$ cat config.mk
export PLATFORM = sky130hd
export DESIGN_NAME = latched_demux_flat
export DESIGN_NICKNAME = d
export VERILOG_FILES = /design/src/rtl/latched_demux_pkg.sv /design/src/rtl/latched_demux_if.sv /design/src/rtl/latched_demux.sv /design/src/flat_wrapper.sv
export SDC_FILE = /design/constraint.sdc
export NUM_CORES = 1
export LEC_CHECK = 0
export ABC_AREA = 0
export ABC_CLOCK_PERIOD_IN_PS = 2200
export BUFFER_PORTS_ARGS = -buffer_cell sky130_fd_sc_hd__buf_2
export CORE_ASPECT_RATIO = 0.7
export CORE_UTILIZATION = 25
export CTS_BUF_LIST = sky130_fd_sc_hd__clkbuf_16
export CTS_CLUSTER_SIZE = 14
export DETAILED_ROUTE_END_ITERATION = 7
export HOLD_SLACK_MARGIN = 0.03
export PLACE_DENSITY = 0.54
export SYNTH_ARGS = -nofsm -noshare
export SYNTH_HDL_FRONTEND = slang
export SYNTH_SLANG_ARGS = --single-unit
$ cat constraint.sdc
create_clock -name clk -period 2.2 [get_ports clk]
set_input_delay 0.33 -clock clk [delete_from_list [all_inputs] [get_ports clk]]
set_output_delay 0.33 -clock clk [all_outputs]
set_load 0.1 [all_outputs]
$ cat src/rtl/latched_demux_pkg.sv
`default_nettype none
// ============================================================================
// Module   : latched_demux_pkg
// Brief    : Shared constants and helpers for the latched demultiplexer.
// Revision : 1.0 - initial release
// ============================================================================
package latched_demux_pkg;

    // Packet-tracking FSM encoding
    localparam int STATE_W = 1;
    localparam logic [STATE_W-1:0] ST_IDLE   = 1'b0;
    localparam logic [STATE_W-1:0] ST_PACKET = 1'b1;

    // Increment that sticks at all-ones instead of wrapping
    function automatic logic [31:0] sat_inc32(input logic [31:0] value);
        return (value == 32'hFFFF_FFFF) ? value : value + 32'd1;
    endfunction

endpackage
`default_nettype wire

$ cat src/rtl/latched_demux_if.sv
`default_nettype none
// ============================================================================
// Module   : latched_demux_if
// Brief    : Stream bundle for the latched demultiplexer: one input stream
//            and N_OUTPUTS output streams packed side by side.
// Revision : 1.0 - initial release
// ============================================================================
interface latched_demux_if
    import latched_demux_pkg::*;
#(
    parameter int WIDTH     = 32,
    parameter int N_OUTPUTS = 3
);

    logic [WIDTH-1:0]           s_tdata;
    logic                       s_tvalid;
    logic                       s_tready;
    logic                       s_tlast;
    logic [N_OUTPUTS*WIDTH-1:0] m_tdata;
    logic [N_OUTPUTS-1:0]       m_tvalid;
    logic [N_OUTPUTS-1:0]       m_tready;
    logic [N_OUTPUTS-1:0]       m_tlast;

    // Demux side: consumes the input stream, produces the output streams
    modport slave (
        input  s_tdata, s_tvalid, s_tlast, m_tready,
        output s_tready, m_tdata, m_tvalid, m_tlast
    );

    // Environment side: produces the input stream, consumes the outputs
    modport master (
        output s_tdata, s_tvalid, s_tlast, m_tready,
        input  s_tready, m_tdata, m_tvalid, m_tlast
    );

endinterface
`default_nettype wire

$ cat src/rtl/latched_demux.sv
`default_nettype none
// ============================================================================
// Module   : latched_demux
// Brief    : Packet-aware 1-to-N stream demultiplexer. The destination is
//            latched only between packets and each beat is carried through a
//            single shared output register. Beats aimed at a non-existent
//            output are consumed and counted.
// Revision : 1.0 - initial release
// ============================================================================
module latched_demux
    import latched_demux_pkg::*;
#(
    parameter int WIDTH     = 32,
    parameter int N_OUTPUTS = 3,
    parameter int SEL_WIDTH = 2
) (
    input  logic                 clk,
    input  logic                 rst,
    input  logic                 clken,
    input  logic [SEL_WIDTH-1:0] sel,
    latched_demux_if.slave       bus,
    output logic                 busy,
    output logic [31:0]          drop_count
);

    localparam logic [SEL_WIDTH:0] c_n_outputs = (SEL_WIDTH+1)'(N_OUTPUTS);

    logic [STATE_W-1:0]         r_state;
    logic [STATE_W-1:0]         w_state_nxt;
    logic [SEL_WIDTH-1:0]       r_sel;
    logic [WIDTH-1:0]           r_data;
    logic                       r_last;
    logic [SEL_WIDTH-1:0]       r_dest;
    logic                       r_out_valid;
    logic [31:0]                r_drop_count;

    logic [N_OUTPUTS-1:0]       w_valid_vec;
    logic [N_OUTPUTS-1:0]       w_last_vec;
    logic [N_OUTPUTS*WIDTH-1:0] w_tdata;
    logic                       w_out_fire;
    logic                       w_s_tready;
    logic                       w_accept;
    logic                       w_in_range;

    // The held beat leaves when its own destination is ready; a new beat may
    // enter in that same cycle, so the register never idles under full flow.
    assign w_out_fire = |(w_valid_vec & bus.m_tready);
    assign w_s_tready = !rst && (!r_out_valid || w_out_fire);
    assign w_accept   = bus.s_tvalid && w_s_tready;
    assign w_in_range = ({1'b0, r_sel} < c_n_outputs);

    assign bus.s_tready = w_s_tready;
    assign bus.m_tvalid = w_valid_vec;
    assign bus.m_tlast  = w_last_vec;
    assign bus.m_tdata  = w_tdata;
    assign busy         = (r_state == ST_PACKET);
    assign drop_count   = r_drop_count;

    // Fan the shared register out to every output; only the destination sees valid
    always_comb begin
        w_valid_vec = '0;
        w_last_vec  = '0;
        w_tdata     = '0;
        for (int k = 0; k < N_OUTPUTS; k++) begin
            w_valid_vec[k]             = r_out_valid && (r_dest == SEL_WIDTH'(k));
            w_last_vec[k]              = r_last && r_out_valid && (r_dest == SEL_WIDTH'(k));
            w_tdata[k*WIDTH +: WIDTH]  = r_data;
        end
    end

    // Packet state register
    always_ff @(posedge clk) begin
        if (rst) begin
            r_state <= ST_IDLE;
        end else begin
            r_state <= w_state_nxt;
        end
    end

    // Next-state: a packet opens on a non-last beat and closes on its last beat
    always_comb begin
        w_state_nxt = r_state;
        case (r_state)
            ST_IDLE: begin
                if (w_accept && !bus.s_tlast) begin
                    w_state_nxt = ST_PACKET;
                end
            end
            ST_PACKET: begin
                if (w_accept && bus.s_tlast) begin
                    w_state_nxt = ST_IDLE;
                end
            end
            default: w_state_nxt = ST_IDLE;
        endcase
    end

    // Destination select is only re-latched between packets
    always_ff @(posedge clk) begin
        if (rst) begin
            r_sel <= '0;
        end else if (clken && (r_state == ST_IDLE)) begin
            r_sel <= sel;
        end
    end

    // Output register: load only on acceptance so a stalled beat stays frozen
    always_ff @(posedge clk) begin
        if (rst) begin
            r_data      <= '0;
            r_last      <= 1'b0;
            r_dest      <= '0;
            r_out_valid <= 1'b0;
        end else if (w_accept) begin
            if (w_in_range) begin
                r_data      <= bus.s_tdata;
                r_last      <= bus.s_tlast;
                r_dest      <= r_sel;
                r_out_valid <= 1'b1;
            end else begin
                r_out_valid <= 1'b0;
            end
        end else if (w_out_fire) begin
            r_out_valid <= 1'b0;
        end
    end

    // Count beats swallowed because their destination does not exist
    always_ff @(posedge clk) begin
        if (rst) begin
            r_drop_count <= '0;
        end else if (w_accept && !w_in_range) begin
            r_drop_count <= sat_inc32(r_drop_count);
        end
    end

endmodule
`default_nettype wire

$ cat src/flat_wrapper.sv
// flat-port wrapper written by rule: the top's interface ports become plain ports
module latched_demux_flat import latched_demux_pkg::*;
#(
    parameter int WIDTH     = 32,
    parameter int N_OUTPUTS = 3,
    parameter int SEL_WIDTH = 2
)
  (clk, rst, clken, sel, busy, drop_count, bus_s_tdata, bus_s_tvalid, bus_s_tlast, bus_m_tready, bus_s_tready, bus_m_tdata, bus_m_tvalid, bus_m_tlast);
  latched_demux_if #(.WIDTH(WIDTH), .N_OUTPUTS(N_OUTPUTS)) bus_i ();
  input  logic clk;
  input  logic rst;
  input  logic clken;
  input  logic [SEL_WIDTH-1:0] sel;
  output logic busy;
  output logic [31:0] drop_count;
  input wire logic [$bits(bus_i.s_tdata)-1:0] bus_s_tdata;
  input wire logic [$bits(bus_i.s_tvalid)-1:0] bus_s_tvalid;
  input wire logic [$bits(bus_i.s_tlast)-1:0] bus_s_tlast;
  input wire logic [$bits(bus_i.m_tready)-1:0] bus_m_tready;
  output wire logic [$bits(bus_i.s_tready)-1:0] bus_s_tready;
  output wire logic [$bits(bus_i.m_tdata)-1:0] bus_m_tdata;
  output wire logic [$bits(bus_i.m_tvalid)-1:0] bus_m_tvalid;
  output wire logic [$bits(bus_i.m_tlast)-1:0] bus_m_tlast;
  assign bus_i.s_tdata = bus_s_tdata;
  assign bus_i.s_tvalid = bus_s_tvalid;
  assign bus_i.s_tlast = bus_s_tlast;
  assign bus_i.m_tready = bus_m_tready;
  assign bus_s_tready = bus_i.s_tready;
  assign bus_m_tdata = bus_i.m_tdata;
  assign bus_m_tvalid = bus_i.m_tvalid;
  assign bus_m_tlast = bus_i.m_tlast;
  latched_demux #(.WIDTH(WIDTH), .N_OUTPUTS(N_OUTPUTS), .SEL_WIDTH(SEL_WIDTH)) u_core (.clk(clk), .rst(rst), .clken(clken), .sel(sel), .bus(bus_i), .busy(busy), .drop_count(drop_count));
endmodule
==> results.toml <==
[clocking]
root_buffer = "clkbuf_16"
cts_setup_buffers = 0
cts_buffer_depth = 2
insertion_delay_ns = 0.34
cts_sinks = 71
cts-resized-gates = 0
cts-htree-levels = 3
clkTransAtPathRegs_ns = 0.05
cts-buffers-inserted = 9
ctsHoldBuffers = 0
tritoncts = "built"

[floorplan]
start_util_pct = 25.5
coreArea_um2 = 14700
rows = 37
die_y_um = 104
dieArea_um2 = 15500
die_x_um = 148
io-pin-count = 178

[logic_synthesis]
synth_edf_count = 0
synth.avg_cell_area_um2 = 8.17
synth.net_count = 501
yosys_warnings = 0
ys.flop_type = "dfxtp_1"
yosysSeqAreaShare_pct = 38.0
yosysUniqueCellTypes = 43
ys_ff_latch = 71
synthesis.area_um2 = 3740
syn_inst = 458
async_flop_share_pct = 0

[finish]
drive_above_1_share_pct = 44.3
final_nets = 607
fin_cells = 764
diodes = 0
syn_to_final_growth_pct = 26.4
fillers = 1563

[sta]
hold_violations = 0
timing.final.ws_setup_ns = 0.182
fmax_mhz = 495
setup_viol = 0
relSlewSlack_pct = 48.1
fin_tns_setup_ns = 0
drv_slew = 0
min_period_ns = 2.02
worst_pin_slew_ns = 0.778
rsz0062_at_grt = "no"
fin_crit_sh_pct = 91.7
fin_skew_ns = 0.00570

[place]
dp_cells = 747
io_buffer_count = 177
pre_cts_ws_ns = 0.102
dp_hpwl_um = 7180
gp_congestion = 0.763

[power_and_ir_drop]
powerDensity_nw_per_um2 = 857
leakagePower_nw = 2.13
max-vdd-ir-drop_uv = 395
power.total_mw = 4.06

[setup_path]
crit_family = "flip-flops"
cp_max_fo = 9
path_cells = "mux2_4 -> nand2b_1 -> a31oi_2 -> clkbuf_4"
crit_type = "flip-flop to output port"
rr_startpoint = "u_core.r_dest[1]"
reg2reg_slack_ns = 0.20
rr_worst_depth = 6
cp.arrival_ns = 1.69
r2r-end = "u_core.drop_count[19]"
start_kind = "flip-flop"
crit_start = "u_core.r_dest[1]"
critPathRequiredTime_ns = 1.87
end_kind = "output port"
worst_path_max_delay_cell = "dfxtp_1"
slowest_delay_ns = 0.51
critPathBufInv = 1

[grt]
antenna_found_initial = 0
grt_start_max_net_pins = 72
grt_use_total_pct = 12.9
grt_pass1_wl_um = 15700
grt_pass1_vias = 3026
grt_remaining_overflow = 0

[detailed_routing]
wl_per_cell_um = 13.4
drt-pass1-iter-count = 4
postRouteAntennaNets = 0
drt_iter0_drc = 202
wirelength_um = 10200
drc = 0
num_vias = 3568
avgViaCountPerCell = 4.67

[worst_hold_path]
hp-class = "input port to flip-flop"
hold_path_depth = 2
hold_start = "bus_s_tlast"

[flow_run]
maxCapViolCount = 0

[status]
status = "completed"
## cells in the mapped netlist (2+ instances only)
master / n / area (um2)
nand2_1: 78 / 293
dfxtp_1: 71 / 1420
buf_4: 67 / 503
a21oi_1: 59 / 295
o31ai_1: 22 / 165
or4_1: 22 / 165
nand3_1: 18 / 90.1
nor2_1: 18 / 67.6
clkbuf_1: 10 / 37.5
nand4_1: 9 / 56.3
and3_1: 8 / 50.1
buf_6: 7 / 78.8
nor2b_1: 7 / 43.8
nor3_1: 7 / 35.0
buf_2: 6 / 30.0
inv_1: 4 / 15.0
or3_1: 4 / 25.0
mux2_2: 3 / 33.8
nand2b_1: 3 / 18.8
o21ai_0: 3 / 15.0
o311ai_0: 3 / 26.3
and2_1: 2 / 12.5
and4_1: 2 / 17.5
and4_4: 2 / 22.5
mux2i_1: 2 / 20.0
nor3b_1: 2 / 15.0
nor4_1: 2 / 12.5
o41ai_1: 2 / 17.5
## worst reg2reg max path: cells and delay by family (launching register included)
kind	cells	cell delay (ns)
simple gates	2	0.61
compound gates	2	0.40
buf+inv	1	0.18
flops	1	0.51
mux	1	0.24
## cells by family (layout without fill, tap and decap cells)
family	after synthesis	in the layout	synth area share, %
AOI/OAI and AO/OA	94	94	15.2
and+or+nand+nor	190	191	26.7
buffers and inverters	96	206	18.0
muxes	6	6	1.84
adders and majority gates	1	1	0.334
DFF	71	71	38.0
## layer usage
metal	routed length, um	global-route usage (%)	part of all wire (%)	vias to the layer above
li1	-	-	-	1776
met1	5070	18.0	50	1662
met2	4380	18.5	43	118
met3	616	3.77	6.0	12
met4	140	5.01	1.4	0
met5	0	0	0	-
## cell usage in the layout (no fill, tap or decap), types with 2 or more instances in the layout
cell type | synthesis | layout
and4_1 | 2 | 2
nand3_1 | 18 | 18
bufinv_16 | 0 | 4
and3_1 | 8 | 8
and2_1 | 2 | 2
and4_4 | 2 | 3
o31ai_1 | 22 | 22
mux2_2 | 3 | 3
o21ai_0 | 3 | 3
nor4_1 | 2 | 2
clkinv_2 | 0 | 3
a21oi_1 | 59 | 59
dfxtp_4 | 0 | 2
nand2_1 | 78 | 78
o41ai_1 | 2 | 2
nor2b_1 | 7 | 7
buf_4 | 67 | 8
nor3_1 | 7 | 7
inv_1 | 4 | 4
o311ai_0 | 3 | 3
clkbuf_16 | 0 | 9
or4_1 | 22 | 22
buf_2 | 6 | 176
or3_1 | 4 | 4
nor3b_2 | 0 | 2
nand4_1 | 9 | 9
mux2i_1 | 2 | 2
dfxtp_2 | 0 | 30
dfxtp_1 | 71 | 39
nor2_1 | 18 | 17
nand2b_1 | 3 | 3
## worst max path at each step
stage	to	cells past startpoint	slack, ns
after floorplan	u_core.drop_count[1]	7	0.05
after global placement	u_core.drop_count[6]	6	0.16
after detailed placement	u_core.drop_count[6]	6	0.10
after CTS	bus_s_tready	4	0.06
after global routing	u_core.drop_count[23]	6	0.07
final	bus_s_tready	4	0.18
## state kept, by name (all words and copies together), names as in the netlist, named ones only
signal / count
u_core.r_sel: 2
u_core.r_data: 32
u_core.r_out_valid: 1
u_core.r_last: 1
u_core.drop_count: 32
u_core.r_dest: 2
## power breakdown
part           internal (mW)  switching [mW]  leakage, nW
registers               1.32          0.0374        0.594
logic                  0.128           0.794         1.36
clock network           1.22           0.562        0.179
## metrics by stage
stage          util, %  instance area, um2  hold slack (ns)
6_report          32.3                4730            0.219
4_1_cts           32.2                4720            0.210
3_5_place_dp      29.7                4360            0.467
5_1_grt           32.3                4730            0.212
2_1_floorplan        -                3800            0.426
3_3_place_gp      29.7                4360            0.460
## cell type report
| type | instances | area [um2] | area share, % |
|---|---|---|---|
| Clock buffer | 9 | 225 | 4.76 |
| Tap cell | 195 | 244 | 5.15 |
| Multi-Input combinational cell | 292 | 1680 | 35.5 |
| Sequential cell | 71 | 1470 | 31.0 |
| Inverter | 4 | 15.0 | 0.317 |
| Clock inverter | 7 | 135 | 2.85 |
| Timing Repair Buffer | 186 | 968 | 20.5 |
(Power assumes the default switching activity.)
